--- config.mk ---
export PLATFORM = sky130hd
export DESIGN_NAME = lfsr_gen_flat
export DESIGN_NICKNAME = d
export VERILOG_FILES = /design/src/rtl/lfsr_pkg.sv /design/src/rtl/lfsr_gen_if.sv /design/src/rtl/lfsr_next.sv /design/src/rtl/lfsr_gen.sv /design/src/flat_wrapper.sv
export SDC_FILE = /design/constraint.sdc
export NUM_CORES = 1
export LEC_CHECK = 0
export CAP_MARGIN = 10
export CORE_ASPECT_RATIO = 0.7
export CORE_MARGIN = 2
export CORE_UTILIZATION = 58
export DETAILED_ROUTE_END_ITERATION = 12
export HOLD_SLACK_MARGIN = 0.06
export PLACE_DENSITY_LB_ADDON = 0.2
export SLEW_MARGIN = 20
export SYNTH_ARGS = -nofsm -noshare
export SYNTH_HDL_FRONTEND = slang
export SYNTH_SLANG_ARGS = --single-unit
--- constraint.sdc ---
create_clock -name clk -period 5 [get_ports clk]
set_input_delay 1.25 -clock clk [delete_from_list [all_inputs] [get_ports clk]]
set_output_delay 1.25 -clock clk [all_outputs]
set_load 0.005 [all_outputs]
--- src/rtl/lfsr_pkg.sv ---
// Shared LFSR types and the single-shift helper used by the generator and the scrambler blocks.
package lfsr_pkg;

    typedef enum logic {LFSR_FIB = 1'b0, LFSR_GAL = 1'b1} lfsr_mode_e;

    localparam int LFSR_MAX_W = 64;
    typedef logic [LFSR_MAX_W-1:0] lfsr_word_t;

    // One Fibonacci or Galois shift of the low 'width' bits; bits above width come back zero.
    function automatic lfsr_word_t lfsr_shift1(input lfsr_word_t state,
                                               input lfsr_word_t taps,
                                               input lfsr_mode_e mode,
                                               input int         width);
        lfsr_word_t mask;
        lfsr_word_t res;
        logic       msb;
        logic       fb;
        mask = '0;
        for (int i = 0; i < LFSR_MAX_W; i++) begin
            mask[i] = (i < width);
        end
        msb = |(state & mask & ~(mask >> 1));
        fb  = ^(taps & state & mask);
        case (mode)
            LFSR_FIB: begin
                res    = state << 1;
                res[0] = fb;
            end
            LFSR_GAL: begin
                res    = (state << 1) ^ (taps & {LFSR_MAX_W{msb}});
                res[0] = msb;
            end
            default: begin
                res = state;
            end
        endcase
        return res & mask;
    endfunction

endpackage

--- src/rtl/lfsr_gen_if.sv ---
// Control/status bundle between an LFSR generator and its user.
interface lfsr_gen_if import lfsr_pkg::*; #(
    parameter int WIDTH = 5,
    parameter int CNT_W = 16
);
    logic             reinit;
    logic             advance;
    lfsr_mode_e       mode;
    logic [WIDTH-1:0] initial_state;
    logic [WIDTH-1:0] taps;
    logic             out;
    logic [WIDTH-1:0] out_state;
    logic             lockup;
    logic             period_hit;
    logic [CNT_W-1:0] period_len;

    modport master (
        output reinit, advance, mode, initial_state, taps,
        input  out, out_state, lockup, period_hit, period_len
    );

    modport slave (
        input  reinit, advance, mode, initial_state, taps,
        output out, out_state, lockup, period_hit, period_len
    );
endinterface

--- src/rtl/lfsr_next.sv ---
// Combinational next-state: STEP chained single shifts of the LFSR in the selected mode.
module lfsr_next import lfsr_pkg::*; #(
    parameter int WIDTH = 5,
    parameter int STEP  = 1
) (
    input  logic [WIDTH-1:0] state,
    input  logic [WIDTH-1:0] taps,
    input  lfsr_mode_e       mode,
    output logic [WIDTH-1:0] next_state
);
    lfsr_word_t work_s;

    // Unroll the STEP shifts; each stage feeds the next within one cycle.
    always_comb begin
        work_s = lfsr_word_t'(state);
        for (int k = 0; k < STEP; k++) begin
            work_s = lfsr_shift1(work_s, lfsr_word_t'(taps), mode, WIDTH);
        end
    end

    assign next_state = work_s[WIDTH-1:0];
endmodule

--- src/rtl/lfsr_gen.sv ---
// Parametrised LFSR generator with runtime taps/seed/mode, lock-up recovery and period measurement.
module lfsr_gen import lfsr_pkg::*; #(
    parameter int WIDTH        = 5,
    parameter int STEP         = 1,
    parameter int CNT_W        = 16,
    parameter int AUTO_RECOVER = 1
) (
    input logic       clk,
    input logic       rst,
    lfsr_gen_if.slave bus
);
    localparam logic RECOVER_EN = (AUTO_RECOVER != 0);

    logic [WIDTH-1:0] state_r;
    logic [WIDTH-1:0] seed_r;
    logic [CNT_W-1:0] cnt_r;
    logic [CNT_W-1:0] len_r;
    logic             hit_r;
    logic             lockup_r;

    logic [WIDTH-1:0] shift_s;
    logic [WIDTH-1:0] recover_s;
    logic [WIDTH-1:0] state_nxt_s;
    logic [WIDTH-1:0] seed_nxt_s;
    logic [CNT_W-1:0] cnt_nxt_s;
    logic [CNT_W-1:0] cnt_inc_s;
    logic [CNT_W-1:0] len_nxt_s;
    logic             hit_nxt_s;

    lfsr_next #(.WIDTH(WIDTH), .STEP(STEP)) u_next (
        .state      (state_r),
        .taps       (bus.taps),
        .mode       (bus.mode),
        .next_state (shift_s)
    );

    assign cnt_inc_s = (cnt_r == {CNT_W{1'b1}}) ? cnt_r : cnt_r + {{(CNT_W-1){1'b0}}, 1'b1};
    assign recover_s = (bus.initial_state != {WIDTH{1'b0}}) ? bus.initial_state
                                                            : {{(WIDTH-1){1'b0}}, 1'b1};

    // Next-state selection: reinit over advance over hold.
    always_comb begin
        state_nxt_s = state_r;
        seed_nxt_s  = seed_r;
        cnt_nxt_s   = cnt_r;
        len_nxt_s   = len_r;
        hit_nxt_s   = 1'b0;
        if (bus.reinit) begin
            state_nxt_s = bus.initial_state;
            seed_nxt_s  = bus.initial_state;
            cnt_nxt_s   = {CNT_W{1'b0}};
        end else if (bus.advance) begin
            if (RECOVER_EN && (state_r == {WIDTH{1'b0}})) begin
                // Recovery acts as a fresh load, so the period restarts from the reloaded value.
                state_nxt_s = recover_s;
                seed_nxt_s  = recover_s;
                cnt_nxt_s   = {CNT_W{1'b0}};
            end else if (shift_s == seed_r) begin
                state_nxt_s = shift_s;
                hit_nxt_s   = 1'b1;
                len_nxt_s   = cnt_inc_s;
                cnt_nxt_s   = {CNT_W{1'b0}};
            end else begin
                state_nxt_s = shift_s;
                cnt_nxt_s   = cnt_inc_s;
            end
        end else begin
            state_nxt_s = state_r;
        end
    end

    // State, seed and period registers with synchronous reset.
    always_ff @(posedge clk) begin
        if (rst) begin
            state_r  <= bus.initial_state;
            seed_r   <= bus.initial_state;
            cnt_r    <= {CNT_W{1'b0}};
            len_r    <= {CNT_W{1'b0}};
            hit_r    <= 1'b0;
            lockup_r <= (bus.initial_state == {WIDTH{1'b0}});
        end else begin
            state_r  <= state_nxt_s;
            seed_r   <= seed_nxt_s;
            cnt_r    <= cnt_nxt_s;
            len_r    <= len_nxt_s;
            hit_r    <= hit_nxt_s;
            lockup_r <= (state_nxt_s == {WIDTH{1'b0}});
        end
    end

    assign bus.out        = state_r[0];
    assign bus.out_state  = state_r;
    assign bus.lockup     = lockup_r;
    assign bus.period_hit = hit_r;
    assign bus.period_len = len_r;
endmodule

--- src/flat_wrapper.sv ---
// flat-port wrapper written by rule: the top's interface ports become plain ports
module lfsr_gen_flat import lfsr_pkg::*;
#(
    parameter int WIDTH        = 5,
    parameter int STEP         = 1,
    parameter int CNT_W        = 16,
    parameter int AUTO_RECOVER = 1
)
  (clk, rst, bus_reinit, bus_advance, bus_mode, bus_initial_state, bus_taps, bus_out, bus_out_state, bus_lockup, bus_period_hit, bus_period_len);
  lfsr_gen_if #(.WIDTH(WIDTH), .CNT_W(CNT_W)) bus_i ();
  input logic clk;
  input logic rst;
  input wire logic [$bits(bus_i.reinit)-1:0] bus_reinit;
  input wire logic [$bits(bus_i.advance)-1:0] bus_advance;
  input wire logic [$bits(bus_i.mode)-1:0] bus_mode;
  input wire logic [$bits(bus_i.initial_state)-1:0] bus_initial_state;
  input wire logic [$bits(bus_i.taps)-1:0] bus_taps;
  output wire logic [$bits(bus_i.out)-1:0] bus_out;
  output wire logic [$bits(bus_i.out_state)-1:0] bus_out_state;
  output wire logic [$bits(bus_i.lockup)-1:0] bus_lockup;
  output wire logic [$bits(bus_i.period_hit)-1:0] bus_period_hit;
  output wire logic [$bits(bus_i.period_len)-1:0] bus_period_len;
  assign bus_i.reinit = bus_reinit;
  assign bus_i.advance = bus_advance;
  assign bus_i.mode = bus_mode;
  assign bus_i.initial_state = bus_initial_state;
  assign bus_i.taps = bus_taps;
  assign bus_out = bus_i.out;
  assign bus_out_state = bus_i.out_state;
  assign bus_lockup = bus_i.lockup;
  assign bus_period_hit = bus_i.period_hit;
  assign bus_period_len = bus_i.period_len;
  lfsr_gen #(.WIDTH(WIDTH), .STEP(STEP), .CNT_W(CNT_W), .AUTO_RECOVER(AUTO_RECOVER)) u_core (.clk(clk), .rst(rst), .bus(bus_i));
endmodule
==> results.md <==
* Outcome: completed
* Share of flip-flops with an asynchronous set or reset at 0%
* Cts repair resizes at 0
* Syn nets at 307
* CP Capture Type: register
* Buffers on Ports at 38
* Area of the multi-input gates at 1494 um^2
* Total track usage at 27.57%
* Worst-path fanout max at 14
* Synthesis Warnings at 0
* Die extent in y at 59.18 um
* Clock period minus worst slack at 3865 ps
* Routed via count at 2,322
* Critical Path Max Stage Delay at 680 ps
* Antenna diode count at 0
* Crit path launch type: input pin
* Die Wd at 82.82 um
* P&R area growth vs syn at 19.59%
* Total Power at 0.0007398 W
* RSZ-0062 raised after global routing: false
* Mapped Area at 2522 um^2
* Hold Path Stages at 2
* Worst r2r src: u_core.bus.out_state[4]$_DFF_P_
* Worst-Skew Late Latency at 300 ps
* Placer Congestion at 0.8578
* Post-synth cell types at 53
* I/O pins at 39
* Initial Utilization at 59.29%
* Final Util at 70.91%
* Pleak at 1.051 nW
* CP cell instances: clkdlybuf4s50_1, nand2_1, xnor3_1, and3b_4, o31a_4, o21ai_1, nor2_1, a311oi_1
* Die Footprint at 4901 um^2
* Via density at 6.159
* CTS tree: yes
* Critical path type: in -> reg
* H-tree levels at 2
* Inserted Clock Buffers at 5
* Clock transition at the registers of the reported paths at 90 ps
* Final setup fails at 0
* Register area at 930.9 um^2
* Worst path arrival time at 4080 ps
* Final instance area at 3017 um^2
* Clock Skew at 7.127 ps
* CTS hold repair buffers at 0
* ANT nets after route at 0
* Avg Inst Size Synth at 8.668 um^2
* Final number of hold-violating endpoints at 0
* Final HPWL DP at 4.720 mm
* Slew Viols, Final at 0
* Avg WL per Cell at 17.32 um
* Largest net degree at the start of global routing at 35
* Clk buf depth at 2
* Post-synthesis cell count at 291
* DRT iter0 DRCs at 210
* CP max-delay cell: o21ai_1
* Placed instance area at 2927 um^2
* Antenna violations before repair at 0
* Vias in the first global route at 2,115
* Fill count at 376
* Post CTS Setup Buffer Count at 0
* Met1 GRT Util at 41.48%
* Hold Startpoint: u_core.bus.period_len[0]$_SDFFE_PP0P_
* DRT Pass-1 Iters at 5
* Worst reg2reg path endpoint: u_core.bus.period_len[9]$_SDFFE_PP0P_
* Total gr overflow at 0
* Sequential area share after synthesis at 36.90%
* Final nets at 337
* Maximum clock rate at 0.2588 GHz
* Clock sinks at 44
* Final hold slack at 483.8 ps
* HP Class: reg -> reg
* Number of synthesized flops with an enable pin at 5
* Gr busiest metal: met1
* Reg2Reg Depth at 7
* Worst Path Required at 5220 ps
* Core Box Area at 4254 um^2
* Relative slew margins at 43.61%
* WL final at 6.529 mm
* Met2 usage at 39.86%
* Max cap viols at 0
* Tcrit/Tclk final at 77.29%
* Reg-to-reg slack, setup at 2040 ps
* Post-synth top flop: dfxtp_1
* Root buf cell: clkbuf_8
* Cell Pwr Density at 245.2 nW/um^2
* Number of synthesized register bits at 44
* Hold endpoint: u_core.bus.period_len[0]$_SDFFE_PP0P_
* GR Util met3 at 6.685%
* First-pass GRT wire length at 10.60 mm
* Worst Tran Pin Value at 840.2 ps
* FP Rows at 20
* Final setup TNS at 0 ps
* Post-route DRC at 0
* VDD IR max at 0.1798 mV
* Layout cells sized above 1 at 7.143%
==> area by class of cell <==
type | instances | share of cell area [%]
clock buffer | 5 | 2.281
clock inverter | 3 | 0.7051
inverter | 4 | 0.4977
multi-input combinational | 223 | 49.52
sequential | 44 | 30.86
tap | 55 | 2.281
timing repair buffer | 43 | 13.85
==> critical path: cells and delay by family <==
kind	cells	cell delay, ps
AND/OR/NAND/NOR	3	660
buffers and inverters	1	490
XOR/XNOR	1	400
AO/OA/AOI/OAI	3	1280
==> cell usage after synthesis (4+ instances only) <==
master,number,share of area (%)
edfxtp_1,5,6.0
or2_2,4,0.99
clkbuf_1,16,2.4
mux2i_1,4,1.6
nand2b_1,7,1.7
xnor2_1,10,3.5
and3_1,8,2.0
o31ai_1,4,1.2
dfxtp_1,39,31
o21ai_0,17,3.4
xnor3_1,5,4.5
nand3_1,10,2.0
nor3_1,4,0.79
a22o_1,4,1.4
a211oi_1,9,2.7
nand2_1,29,4.3
and4_1,4,1.4
or3_1,4,0.99
a21oi_1,29,5.8
nor2_1,17,2.5
inv_1,4,0.60
nand3b_1,5,1.5
xor2_1,8,2.8
==> where the power goes <==
part           switching, W  total [W]  leakage [nW]  internal, W
logic             0.0000612   0.000128         0.635    0.0000665
registers         0.0000131   0.000380         0.367     0.000367
clock network      0.000132   0.000232        0.0490    0.0000999
==> flip-flops by register name, indices dropped and copies added (netlist names) <==
signal	flops
u_core.bus.period_len	16
u_core.bus.lockup	1
u_core.cnt_r	16
u_core.bus.period_hit	1
u_core.seed_r	5
u_core.bus.out_state	5
==> how the worst max path moves through the flow <==
stage | end | cells after the start | startpoint
finish | u_core.bus.period_len[9]$_SDFFE_PP0P_ | 8 | bus_taps[4]
global route | u_core.bus.period_len[3]$_SDFFE_PP0P_ | 8 | bus_taps[4]
CTS | u_core.bus.period_len[9]$_SDFFE_PP0P_ | 8 | bus_taps[4]
detailed placement | u_core.bus.period_len[9]$_SDFFE_PP0P_ | 8 | bus_taps[4]
global placement | u_core.bus.period_len[13]$_SDFFE_PP0P_ | 8 | bus_taps[4]
floorplan | u_core.cnt_r[3]$_SDFFE_PP0P_ | 7 | bus_taps[4]
==> cells in the final DEF, fill, tap and decap left out, types with 5 or more instances in the layout <==
cell type	n
a21oi_1	29
nand3_1	10
dfxtp_1	39
clkdlybuf4s50_1	38
nor2_1	17
nand2_1	29
and3_1	8
xnor3_1	5
edfxtp_1	5
nand3b_1	5
xor2_1	8
xnor2_1	10
nand2b_1	7
o21ai_0	17
buf_4	5
a211oi_1	9
clkbuf_8	5
==> metal layers <==
metal | wire (um) | vias up
met3 | 758 | 10
met5 | 0 | -
li1 | - | 1120
met1 | 3035 | 1075
met2 | 2681 | 117
met4 | 53 | 0
==> stage by stage <==
stage          instances  worst slack, ps
3_3_place_gp         369             1017
5_1_grt              377            960.2
4_1_cts              377             1140
3_5_place_dp         369            893.2
2_1_floorplan        291             1885
6_report             377             1135
==> kinds of logic (layout without fill, tap and decap cells) <==
family	after synthesis	after routing	share of synthesized area (%)
AOI/OAI and AO/OA	83	83	21.33
xor gates and xnor gates	23	23	10.71
adders and majority gates	1	1	0.4960
buffers and inverters	24	55	3.869
DFF	44	44	36.90
muxes	4	4	1.587
and+or+nand+nor	112	112	25.10
Power figures use the tool's default switching activity.
